[src/rtl/uart_tx.sv]
// UART transmitter: serialises one DATA_WIDTH-bit word per frame, LSB first,
//   framed as start(0), data, optional parity, stop(1).
// Latency: o_tx drops to the start bit on the edge after accept; a frame lasts
//   N*CLKS_PER_BIT cycles (N = DATA_WIDTH + PARITY_EN + 2), o_done pulses on return to idle.
// Backpressure: o_ready is low for the whole frame; i_valid while not ready is
//   dropped, no queueing. Back-to-back accepts are spaced N*CLKS_PER_BIT + 1 cycles.
//
// Ports:
//   i_clk, i_reset  clock, asynchronous active-low reset
//   i_data, i_valid word to send and its qualifier (sampled only on accept)
//   o_ready         can accept a word this cycle
//   o_tx            serial line, idles high
//   o_busy          frame in progress
//   o_done          one-cycle pulse when the stop bit has completed
module uart_tx #(
  parameter int CLKS_PER_BIT = 16,
  parameter int DATA_WIDTH   = 8,
  parameter int PARITY_EN    = 1,
  parameter int PARITY_ODD   = 0
) (
  input  logic                  i_clk,
  input  logic                  i_reset,
  input  logic [DATA_WIDTH-1:0] i_data,
  input  logic                  i_valid,
  output logic                  o_ready,
  output logic                  o_tx,
  output logic                  o_busy,
  output logic                  o_done
);

  localparam int CW = (CLKS_PER_BIT > 1) ? $clog2(CLKS_PER_BIT) : 1;
  localparam int IW = $clog2(DATA_WIDTH);
  localparam logic [CW-1:0] CNT_LAST = CW'(CLKS_PER_BIT - 1);
  localparam logic [IW-1:0] IDX_LAST = IW'(DATA_WIDTH - 1);
  localparam logic          PAR_INIT = (PARITY_ODD != 0);

  typedef enum logic [2:0] {
    S_IDLE   = 3'd0,
    S_START  = 3'd1,
    S_DATA   = 3'd2,
    S_PARITY = 3'd3,
    S_STOP   = 3'd4
  } state_t;

  state_t                state_q, state_d;
  logic [CW-1:0]         cnt_q, cnt_d;
  logic [IW-1:0]         idx_q, idx_d;
  logic [DATA_WIDTH-1:0] sh_q, sh_d;
  logic                  par_q, par_d;
  logic                  tx_d, rdy_d, busy_d, done_d;
  logic                  cnt_last;

  assign cnt_last = (cnt_q == CNT_LAST);

  always_ff @(posedge i_clk or negedge i_reset) begin
    if (!i_reset) begin
      state_q <= S_IDLE;
      cnt_q   <= '0;
      idx_q   <= '0;
      sh_q    <= '0;
      par_q   <= 1'b0;
      o_tx    <= 1'b1;
      o_ready <= 1'b1;
      o_busy  <= 1'b0;
      o_done  <= 1'b0;
    end else begin
      state_q <= state_d;
      cnt_q   <= cnt_d;
      idx_q   <= idx_d;
      sh_q    <= sh_d;
      par_q   <= par_d;
      o_tx    <= tx_d;
      o_ready <= rdy_d;
      o_busy  <= busy_d;
      o_done  <= done_d;
    end
  end

  // Outputs are computed one cycle ahead so that every output is a flop.
  // The bit counter wraps on its terminal count, which is also the only point
  // where the state (or the data bit index) advances, so it is always zero
  // right after a state change.
  always_comb begin
    state_d = state_q;
    cnt_d   = cnt_last ? '0 : cnt_q + 1'b1;
    idx_d   = idx_q;
    sh_d    = sh_q;
    par_d   = par_q;
    tx_d    = o_tx;
    rdy_d   = o_ready;
    busy_d  = o_busy;
    done_d  = 1'b0;

    case (state_q)
      S_IDLE: begin
        cnt_d  = '0;
        tx_d   = 1'b1;
        rdy_d  = 1'b1;
        busy_d = 1'b0;
        if (i_valid && o_ready) begin
          state_d = S_START;
          sh_d    = i_data;
          par_d   = (^i_data) ^ PAR_INIT;
          idx_d   = '0;
          tx_d    = 1'b0;
          rdy_d   = 1'b0;
          busy_d  = 1'b1;
        end
      end

      S_START: begin
        if (cnt_last) begin
          state_d = S_DATA;
          idx_d   = '0;
          tx_d    = sh_q[0];
        end
      end

      S_DATA: begin
        if (cnt_last) begin
          if (idx_q == IDX_LAST) begin
            if (PARITY_EN != 0) begin
              state_d = S_PARITY;
              tx_d    = par_q;
            end else begin
              state_d = S_STOP;
              tx_d    = 1'b1;
            end
          end else begin
            // The next bit is sh_q[1]; it becomes bit 0 once the shift lands.
            sh_d  = sh_q >> 1;
            idx_d = idx_q + 1'b1;
            tx_d  = sh_q[1];
          end
        end
      end

      S_PARITY: begin
        if (cnt_last) begin
          state_d = S_STOP;
          tx_d    = 1'b1;
        end
      end

      S_STOP: begin
        if (cnt_last) begin
          state_d = S_IDLE;
          tx_d    = 1'b1;
          rdy_d   = 1'b1;
          busy_d  = 1'b0;
          done_d  = 1'b1;
        end
      end

      default: begin
        state_d = S_IDLE;
        cnt_d   = '0;
        idx_d   = '0;
        sh_d    = '0;
        par_d   = 1'b0;
        tx_d    = 1'b1;
        rdy_d   = 1'b1;
        busy_d  = 1'b0;
        done_d  = 1'b0;
      end
    endcase
  end

endmodule

[config.mk]
export PLATFORM = sky130hd
export DESIGN_NAME = uart_tx
export DESIGN_NICKNAME = d
export VERILOG_FILES = /design/src/rtl/uart_tx.sv
export SDC_FILE = /design/constraint.sdc
export NUM_CORES = 1
export LEC_CHECK = 0
export ABC_AREA = 1
export CORE_MARGIN = 5
export CORE_UTILIZATION = 50
export CTS_CLUSTER_SIZE = 14
export DETAILED_ROUTE_END_ITERATION = 8
export HOLD_SLACK_MARGIN = 0.02
export PLACE_DENSITY_LB_ADDON = 0.3
export SLEW_MARGIN = 40
export SYNTH_ARGS = -nofsm -noshare
export SYNTH_HDL_FRONTEND = slang
export SYNTH_SLANG_ARGS = --single-unit
[constraint.sdc]
create_clock -name i_clk -period 1.7 [get_ports i_clk]
set_input_delay 0.34 -clock i_clk [delete_from_list [all_inputs] [get_ports i_clk]]
set_output_delay 0.34 -clock i_clk [all_outputs]
set_load 0.1 [all_outputs]
[Word-level counts from Yosys, hierarchy flattened]
Cells that the tools add are included.
Word-level totals
  bits in registers: 23
  latch bits: 0
  memory bits (writable): 0
  memory bits (read-only): 0
  input bits: 11
  memories kept: 0
Cells by class
  $add $sub $neg: 2
  multiply operators: 0
  div/mod/pow operators: 0
  $lt $le $gt $ge: 0
  equal/unequal tests: 14
  shifts and indexed selects: 0
  multiplexer cells: 31
  bitwise gates (word level): 4
  reduce and logical (&&, ||, !) cells: 13
Operator list (number)
  $mux W3: 9
  $mux W8: 3
  $pmux W8 S3: 1
  $pmux W3 S5: 1
  $ne A2 B2 Y1 const B: 7
  $pmux W3 S4: 1
  $mux W1: 10
  $mux W4: 2
  $reduce_xor A8 Y1: 1
  $eq A3 B2 Y1 const B: 2
  $eq A3 B3 Y1 const B: 2
  $pmux W1 S3: 2
  $reduce_and A6 Y1: 1
  $reduce_or A3 Y1: 2
  $reduce_and A5 Y1: 1
  $add A4 B1 Y4 const B: 1
  $eq A4 B4 Y1 const B: 1
  $not A1 Y1: 4
  $pmux W1 S4: 1
  $reduce_and A2 Y1: 2
  $reduce_and A4 Y1: 1
  $reduce_or A4 Y1: 1
  $add A3 B1 Y3 const B: 1
  $eq A3 B1 Y1 const B: 1
  other kinds (6): 6

[Logic depth before layout (Yosys ltp)]
Gate-level depths: netlist (run 1).
  depth in word-level cells: 4
  depth in mapped cells: 8
  depth with buffers taken out: 8

[Worst setup path after synthesis (run 1)]
Ideal clock, no wire load.
  path type: reg2reg
  from: register o_ready
  to: register idx_q[0]
  setup time: 0.117 ns
  arrival time: 1.623 ns
  data required time: 1.583 ns
  slack: -0.040 ns
  cell stages (with the launch flop): 8
  path buffers: 0
  cell sequence: dfstp_2 > nand2_1 > nand3_2 > inv_2 > nor2_8 > nand3_1 > nand2_1 > nand2_1
Between the ends
  longest elaborated chain between the ends: 3
RTL lines
  start: declaration: RTL line 25  | output logic o_ready,
  start signal: assignment: RTL line 73  | o_ready <= rdy_d;
  $logic_and A1 B1 Y1: RTL line 100  | if (i_valid && o_ready) begin
  $ne A2 B2 Y1 (no source line)
  $reduce_and A5 Y1 (no source line)
  end signal: assignment: RTL line 69  | idx_q <= idx_d;
  end: declaration: RTL line 47  | logic [IW-1:0] idx_q, idx_d;
No other way between the ends.
A chain may end at the register's enable or synchronous reset.

[Worst setup path after layout (run 1)]
  from: register state_q[2]
  to: register sh_q[4]
Between the ends
  longest elaborated chain between the ends: 4
  elaborated cells on any way between the ends: 12
RTL lines
  start: declaration: RTL line 45  | state_t state_q, state_d;
  start signal: assignment: RTL line 67  | state_q <= state_d;
  $eq A3 B3 Y1 (tied with other cells): RTL line 94  | case (state_q)
  $reduce_or A3 Y1 (no source line)
  $not A1 Y1 (no source line)
  $reduce_and A4 Y1 (no source line)
  end signal: assignment: RTL line 60  | sh_q <= '0;
  end signal: assignment: RTL line 70  | sh_q <= sh_d;
  end: declaration: RTL line 48  | logic [DATA_WIDTH-1:0] sh_q, sh_d;
Parallel ways exist; a longest one is shown, timed or not.

==> flow_summary.yaml, run 1 <==
routing:
  final_antenna_net_count: 0
  viasPerCell: 5.069
  wl_met2_microns: 1527
  drt-met1-wl_microns: 1556
  num_vias: 1394
  drt_pre_antenna_iters: 4
  wl_met3_microns: 144
  drc_errors: 0
  wirelength_microns: 3242
  drt_iter0_drc: 76
  highest_layer: "met4"
  wl_per_cell_microns: 11.79
yosys:
  ys.flop_type: "dfrtp_1"
  synthesis.nets: 234
  synth.distinct_cells: 24
  syn_area_per_cell_sq_um: 6.762
  synthArstFlopShare_pct: 100.0
  syn-instance-count: 220
  synth.largest_area_cell: "dfrtp_1"
  synth_most_common_cell: "nand2_1"
  ys_seq_elements: 23
  synthesis.area_sq_mm: 0.001488
  yosys_warnings: 0
  synth_top_area_share_pct: 35.32
  synth.top_cells.by_area: "dfrtp_1 35%, nand2_1 22%, nand3_1 7.7%, inv_1 6.3%, nor2_1 6.3%"
  seq_area_frac_synth_pct: 38.86
  synth.top_cells.by_count: "86 x nand2_1, 25 x inv_1, 25 x nor2_1"
  synth-edff-count: 0
cts:
  cts_buffer_depth: 2
  numCtsBuffers: 3
  ctsHtreeMaxLevel: 1
  clk_latency_ns: 0.31
  ctsResizeCount: 0
  cts_tree: "done"
  numClockSinks: 23
  clkTransAtPathRegs_ns: 0.13
  cts-root-buf: "clkbuf_4"
sta:
  relSlewSlack_pct: 79.25
  period_share_pct: 91.67
  setup_viol: 0
  rsz0062_at_grt: "no"
  finalHoldWorstSlack_ns: 0.3630
  worst_pin_slew_ns: 0.3110
  slew_violations: 0
  max_freq_ghz: 0.6417
  final.setup_skew_ns: 0.01168
  hold_violations: 0
  setup_tns_ns: 0
  final.min_clock_period_ns: 1.558
power:
  peakVddDrop_uv: 859.8
  p_seq_share_pct: 30.0
  switching_share_pct: 51.00
  power_mw: 3.132
  power_frac_clock_pct: 8.1
  p_per_area_mw_per_mm2: 1757
  comb_power_share_pct: 62.0
  switchingPower_mw: 1.597
  leakagePower_nw: 0.9924
  internal-power_mw: 1.535
finish:
  multi_input_area_sq_um: 808.3
  antenna_cells: 0
  drive_above_1_share_pct: 12.30
  nets: 259
  area_delta_synth_final_pct: 19.85
  seq_area_sq_um: 581.8
  fill_cells: 256
critical_path:
  regToRegSetupSlack_ns: 0.14
  crit_chain: "nor2_4, nand2_2, nor2_2, nor2_8, buf_4, nand3_1, nand2_1"
  reg2regPathDepth: 7
  arrival_ns: 1.77
  start_kind: "flop"
  path_class: "flop to flop"
  crit_slowest_cell: "dfrtp_1"
  cp-end-kind: "flop"
  crit_path_max_fanout: 7
  cp.required_ns: 1.91
  slowest_delay_ns: 0.50
hold_path:
  hp-class: "input port to asynchronous set/reset pin"
die:
  die_w_microns: 64.55
  num_rows: 19
  initial_core_util_pct: 53.03
  pin_count: 15
  fp.dieH_microns: 64.55
  coreArea_sq_mm: 0.002805
  die_area_sq_mm: 0.004166
global_route:
  grt_max_degree: 24
  grt_pass1_wl_microns: 5706
  antenna_found_initial: 0
  grt_pass1_vias: 1359
  grt_overflow: 0
  grt_util_all_layers_pct: 17.00
run_status:
  status: "finished, final reports clean"
place:
  routabilityCongestion: 0.8287
  hpwl_microns: 2455
  portBuffers: 14
flow_run:
  timing.max_cap.violations: 0
-- stage by stage --
step	util, %	cell area, sq um	setup WS [ns]	instances
after floorplan	-	1491	0.08619	220
after global placement	62.04	1740	0.06808	269
after detailed placement	62.04	1740	0.01075	269
after CTS	63.02	1768	0.1123	273
after global routing	63.56	1783	0.02566	275
final	63.56	1783	0.1416	275
-- cells in the final DEF, fill, tap and decap left out --
master,count
a21oi_1,1
nor3b_1,1
nand3_2,2
nor2_2,4
buf_12,4
clkdlybuf4s50_1,10
dfstp_2,1
clkbuf_4,3
o21ai_1,1
nand2_1,86
inv_2,2
o22ai_1,2
ha_1,3
nor2_1,25
o21a_1,1
dfrtp_1,21
dfstp_4,1
o21ai_2,1
buf_4,6
nand4_1,4
inv_1,25
nand2_2,1
nor2_8,1
clkinv_2,1
nor2_4,2
xor2_1,1
nand3_1,23
nand2_4,1
o21ai_0,9
xnor2_1,1
-- routing by layer --
metal / vias up / GRT usage [%]
met5: - / 0
met3: 2 / 3.800
met2: 31 / 28.48
li1: 741 / -
met1: 620 / 23.03
met4: 0 / 2.639
-- logic make-up (layout without fill, tap and decap cells) --
| family | Yosys count | count (layout) | synth area share [%] |
|---|---|---|---|
| buf+inv | 27 | 51 | 6.813 |
| simple gates | 150 | 150 | 45.00 |
| flops | 23 | 23 | 38.86 |
| fa+ha+maj | 3 | 3 | 2.523 |
| xor+xnor | 2 | 2 | 1.178 |
| compound gates | 15 | 15 | 5.634 |
-- state kept, by name, indices dropped and copies added, names as in the netlist --
name,cells
o_done,1
state_q,3
o_tx,1
cnt_q,4
o_ready,1
par_q,1
sh_q,8
o_busy,1
idx_q,3
-- power by group through the flow --
stage                     clock, mW  sequential, mW  combinational (mW)
after CTS                     0.263           0.939                1.87
final                         0.252           0.939                1.94
after detailed placement          0           0.947                1.86
after floorplan                   0            1.13                1.15
after global routing          0.287           0.966                2.16
after global placement            0           0.947                1.81
-- final timing paths --
check,from,end
setup / recovery,state_q[2]$_DFFE_PN0P_,sh_q[4]$_DFFE_PN0P_
hold / removal,i_reset,sh_q[6]$_DFFE_PN0P_
setup reg to reg,state_q[2]$_DFFE_PN0P_,sh_q[4]$_DFFE_PN0P_
hold reg to reg,cnt_q[0]$_DFF_PN0_,cnt_q[0]$_DFF_PN0_
max in group asynchronous,i_reset,o_tx$_DFFE_PN1P_
min in group i_clk,cnt_q[0]$_DFF_PN0_,cnt_q[0]$_DFF_PN0_
-- repair_timing --
item | 4_1_cts | 5_1_grt
setup endpoints to repair | 0 | 6
endpoints found under the hold margin | 0 | 0
hold buffers | 0 | 0
buffers inserted | 0 | 2
-- cell type report --
cell class              instances  share of cell area [%]
multi-input cells             170                   45.33
flip-flops and latches         23                   32.63
repair buffers                 20                   12.63
inverters                      27                   5.684
well taps                      31                   2.175
clock buffers                   3                   1.263
clock inverters                 1                  0.2807
-- worst max-delay path, delay by kind of cell, from the launching register on --
family / cells / cell delay [ns]
flops: 1 / 0.50
buf+inv: 1 / 0.14
simple gates: 6 / 0.82
Note: power is estimated with default switching activity, not from simulation.
==> run 2, diff against run 1 <==
--- a/config.mk
+++ b/config.mk
@@ -7,7 +7,7 @@
 export LEC_CHECK = 0
 export ABC_AREA = 1
 export CORE_MARGIN = 5
-export CORE_UTILIZATION = 50
+export CORE_UTILIZATION = 40
 export CTS_CLUSTER_SIZE = 14
 export DETAILED_ROUTE_END_ITERATION = 8
 export HOLD_SLACK_MARGIN = 0.02
==> flow_summary.yaml, run 2 (synthesis gave the netlist of run 1 again) <==
die:
  initial_core_util_pct: 40.94
  num_rows: 22
  pin_count: 15
  coreArea_sq_mm: 0.003633
  die_w_microns: 70.99
  die_area_sq_mm: 0.005039
  fp.dieH_microns: 70.99
sta:
  setup_viol: 0
  max_freq_ghz: 0.6625
  worst_pin_slew_ns: 0.3048
  final.min_clock_period_ns: 1.509
  hold_violations: 0
  slew_violations: 0
  relSlewSlack_pct: 79.66
  setup_tns_ns: 0
  period_share_pct: 88.79
  final.setup_skew_ns: 0.002293
  setup_ws_ns: 0.1906
  rsz0062_at_grt: "no"
critical_path:
  path_class: "flop to flop"
  cp-end-kind: "flop"
  reg2regPathDepth: 7
  arrival_ns: 1.66
  start_kind: "flop"
  cp.required_ns: 1.85
  regToRegSetupSlack_ns: 0.19
  regToRegStartpoint: "state_q[2]$_DFFE_PN0P_"
  r2r_end: "sh_q[5]$_DFFE_PN0P_"
  crit_path_max_fanout: 7
cts:
  numClockSinks: 23
  ctsHoldBuffers: 0
  cts-root-buf: "clkbuf_8"
  ctsHtreeMaxLevel: 1
  clk_latency_ns: 0.26
  numCtsBuffers: 3
  clkTransAtPathRegs_ns: 0.08
  cts_tree: "done"
  cts_buffer_depth: 2
finish:
  regMostFlops: "sh_q"
  utilization_pct: 50.62
  antenna_cells: 0
  reg.largest.list: "sh_q (8), cnt_q (4)"
  nets: 258
  final_cell_mix: "86 x nand2_1, 25 x nor2_1, 25 x inv_1"
  layout_commonest_cell: "nand2_1"
  largest_reg_flops: 8
  drive_above_1_share_pct: 11.52
  area_delta_synth_final_pct: 23.63
routing:
  viasPerCell: 4.722
  num_vias: 1374
  wirelength_microns: 3042
  final_antenna_net_count: 0
  drt_pre_antenna_iters: 4
  drc_errors: 0
  wl_per_cell_microns: 10.45
  drt_iter0_drc: 137
run_status:
  status: "finished, final reports clean"
place:
  portBuffers: 14
  routabilityCongestion: 0.8128
  hpwl_microns: 2354
  pre_cts_slack_ns: 0.06984
power:
  p_per_area_mw_per_mm2: 1781
  leakagePower_nw: 1.003
  peakVddDrop_uv: 533.0
global_route:
  grt_max_degree: 24
  grt_overflow: 0
  grt_util_all_layers_pct: 13.23
  grt_pass1_wl_microns: 5513
  grt_pass1_vias: 1291
  antenna_found_initial: 0
flow_run:
  timing.max_cap.violations: 0
hold_path:
  hp-class: "input port to asynchronous set/reset pin"
-- run 2: cell types whose count changed in the layout (fill, tap and decap cells not counted), sizes merged --
cell / change
buf: -1
clkbuf: +1
clkinv: -1
-- run 2: critical path, cell delays in order, from the launching register on --
cell and delay (ns):
dfrtp_1 0.48, nor2_4 0.20, nand2_2 0.14, nor2_2 0.25, nor2_8 0.07, buf_12 0.13, nand3_1 0.08, nand2_1 0.06
-- run 2: cell type report --
class	instances	area, sq um
Clock buffer	4	45.04
Fill cell	368	1794
Inverter	27	101.3
Multi-Input combinational cell	170	808.3
Sequential cell	23	581.8
Tap cell	48	60.06
Timing Repair Buffer	19	242.7
-- run 2: timing repair --
item | in CTS | in global routing
setup buffers | 0 | 1
resized for setup | 0 | 0
endpoints found under the setup margin | 0 | 3
-- run 2: how the worst max path moves through the flow --
stage | from | to | slack [ns] | cells past startpoint
after floorplan | o_ready$_DFFE_PN1P_ | idx_q[0]$_DFFE_PN0P_ | 0.09 | 7
after global placement | i_valid | state_q[1]$_DFFE_PN0P_ | 0.09 | 8
after detailed placement | i_valid | idx_q[1]$_DFFE_PN0P_ | 0.07 | 8
after CTS | idx_q[0]$_DFFE_PN0P_ | sh_q[1]$_DFFE_PN0P_ | 0.08 | 8
after global routing | state_q[0]$_DFFE_PN0P_ | par_q$_DFFE_PN0P_ | 0.004 | 7
final | state_q[2]$_DFFE_PN0P_ | sh_q[5]$_DFFE_PN0P_ | 0.19 | 7
-- run 2: metal layers --
| layer | GRT usage [%] | up-vias | wire [microns] |
|---|---|---|---|
| li1 | - | 737 | - |
| met3 | 1.847 | 4 | 98 |
| met5 | 0 | - | 0 |
| met2 | 22.35 | 22 | 1459 |
| met4 | 4.384 | 0 | 25 |
| met1 | 17.34 | 611 | 1459 |
-- run 2: per-stage QoR --
| stage | hold slack, ns | area (sq um) | power (mW) | cells |
|---|---|---|---|---|
| after global routing | 0.4630 | 1839 | 3.606 | 291 |
| after CTS | 0.4426 | 1819 | 3.193 | 290 |
| after detailed placement | 0.4583 | 1774 | 2.851 | 286 |
| final | 0.4333 | 1839 | 3.275 | 291 |
| after floorplan | 0.04441 | 1491 | 2.278 | 220 |
| after global placement | 0.4515 | 1774 | 2.828 | 286 |
-- run 2: power breakdown --
part / switching, mW / internal, mW / total (mW)
clock network: 0.169 / 0.167 / 0.336
registers: 0.178 / 0.765 / 0.942
logic: 1.24 / 0.754 / 2.00
total: 1.59 / 1.69 / 3.27
==> run 3, diff against run 2 <==
--- a/config.mk
+++ b/config.mk
@@ -8,7 +8,7 @@
 export ABC_AREA = 1
 export CORE_MARGIN = 5
 export CORE_UTILIZATION = 40
-export CTS_CLUSTER_SIZE = 14
+export CTS_CLUSTER_SIZE = 30
 export DETAILED_ROUTE_END_ITERATION = 8
 export HOLD_SLACK_MARGIN = 0.02
 export PLACE_DENSITY_LB_ADDON = 0.3
==> results of run 3 <==
Same layout as run 2: the final DEF is identical, and so are final timing and power.
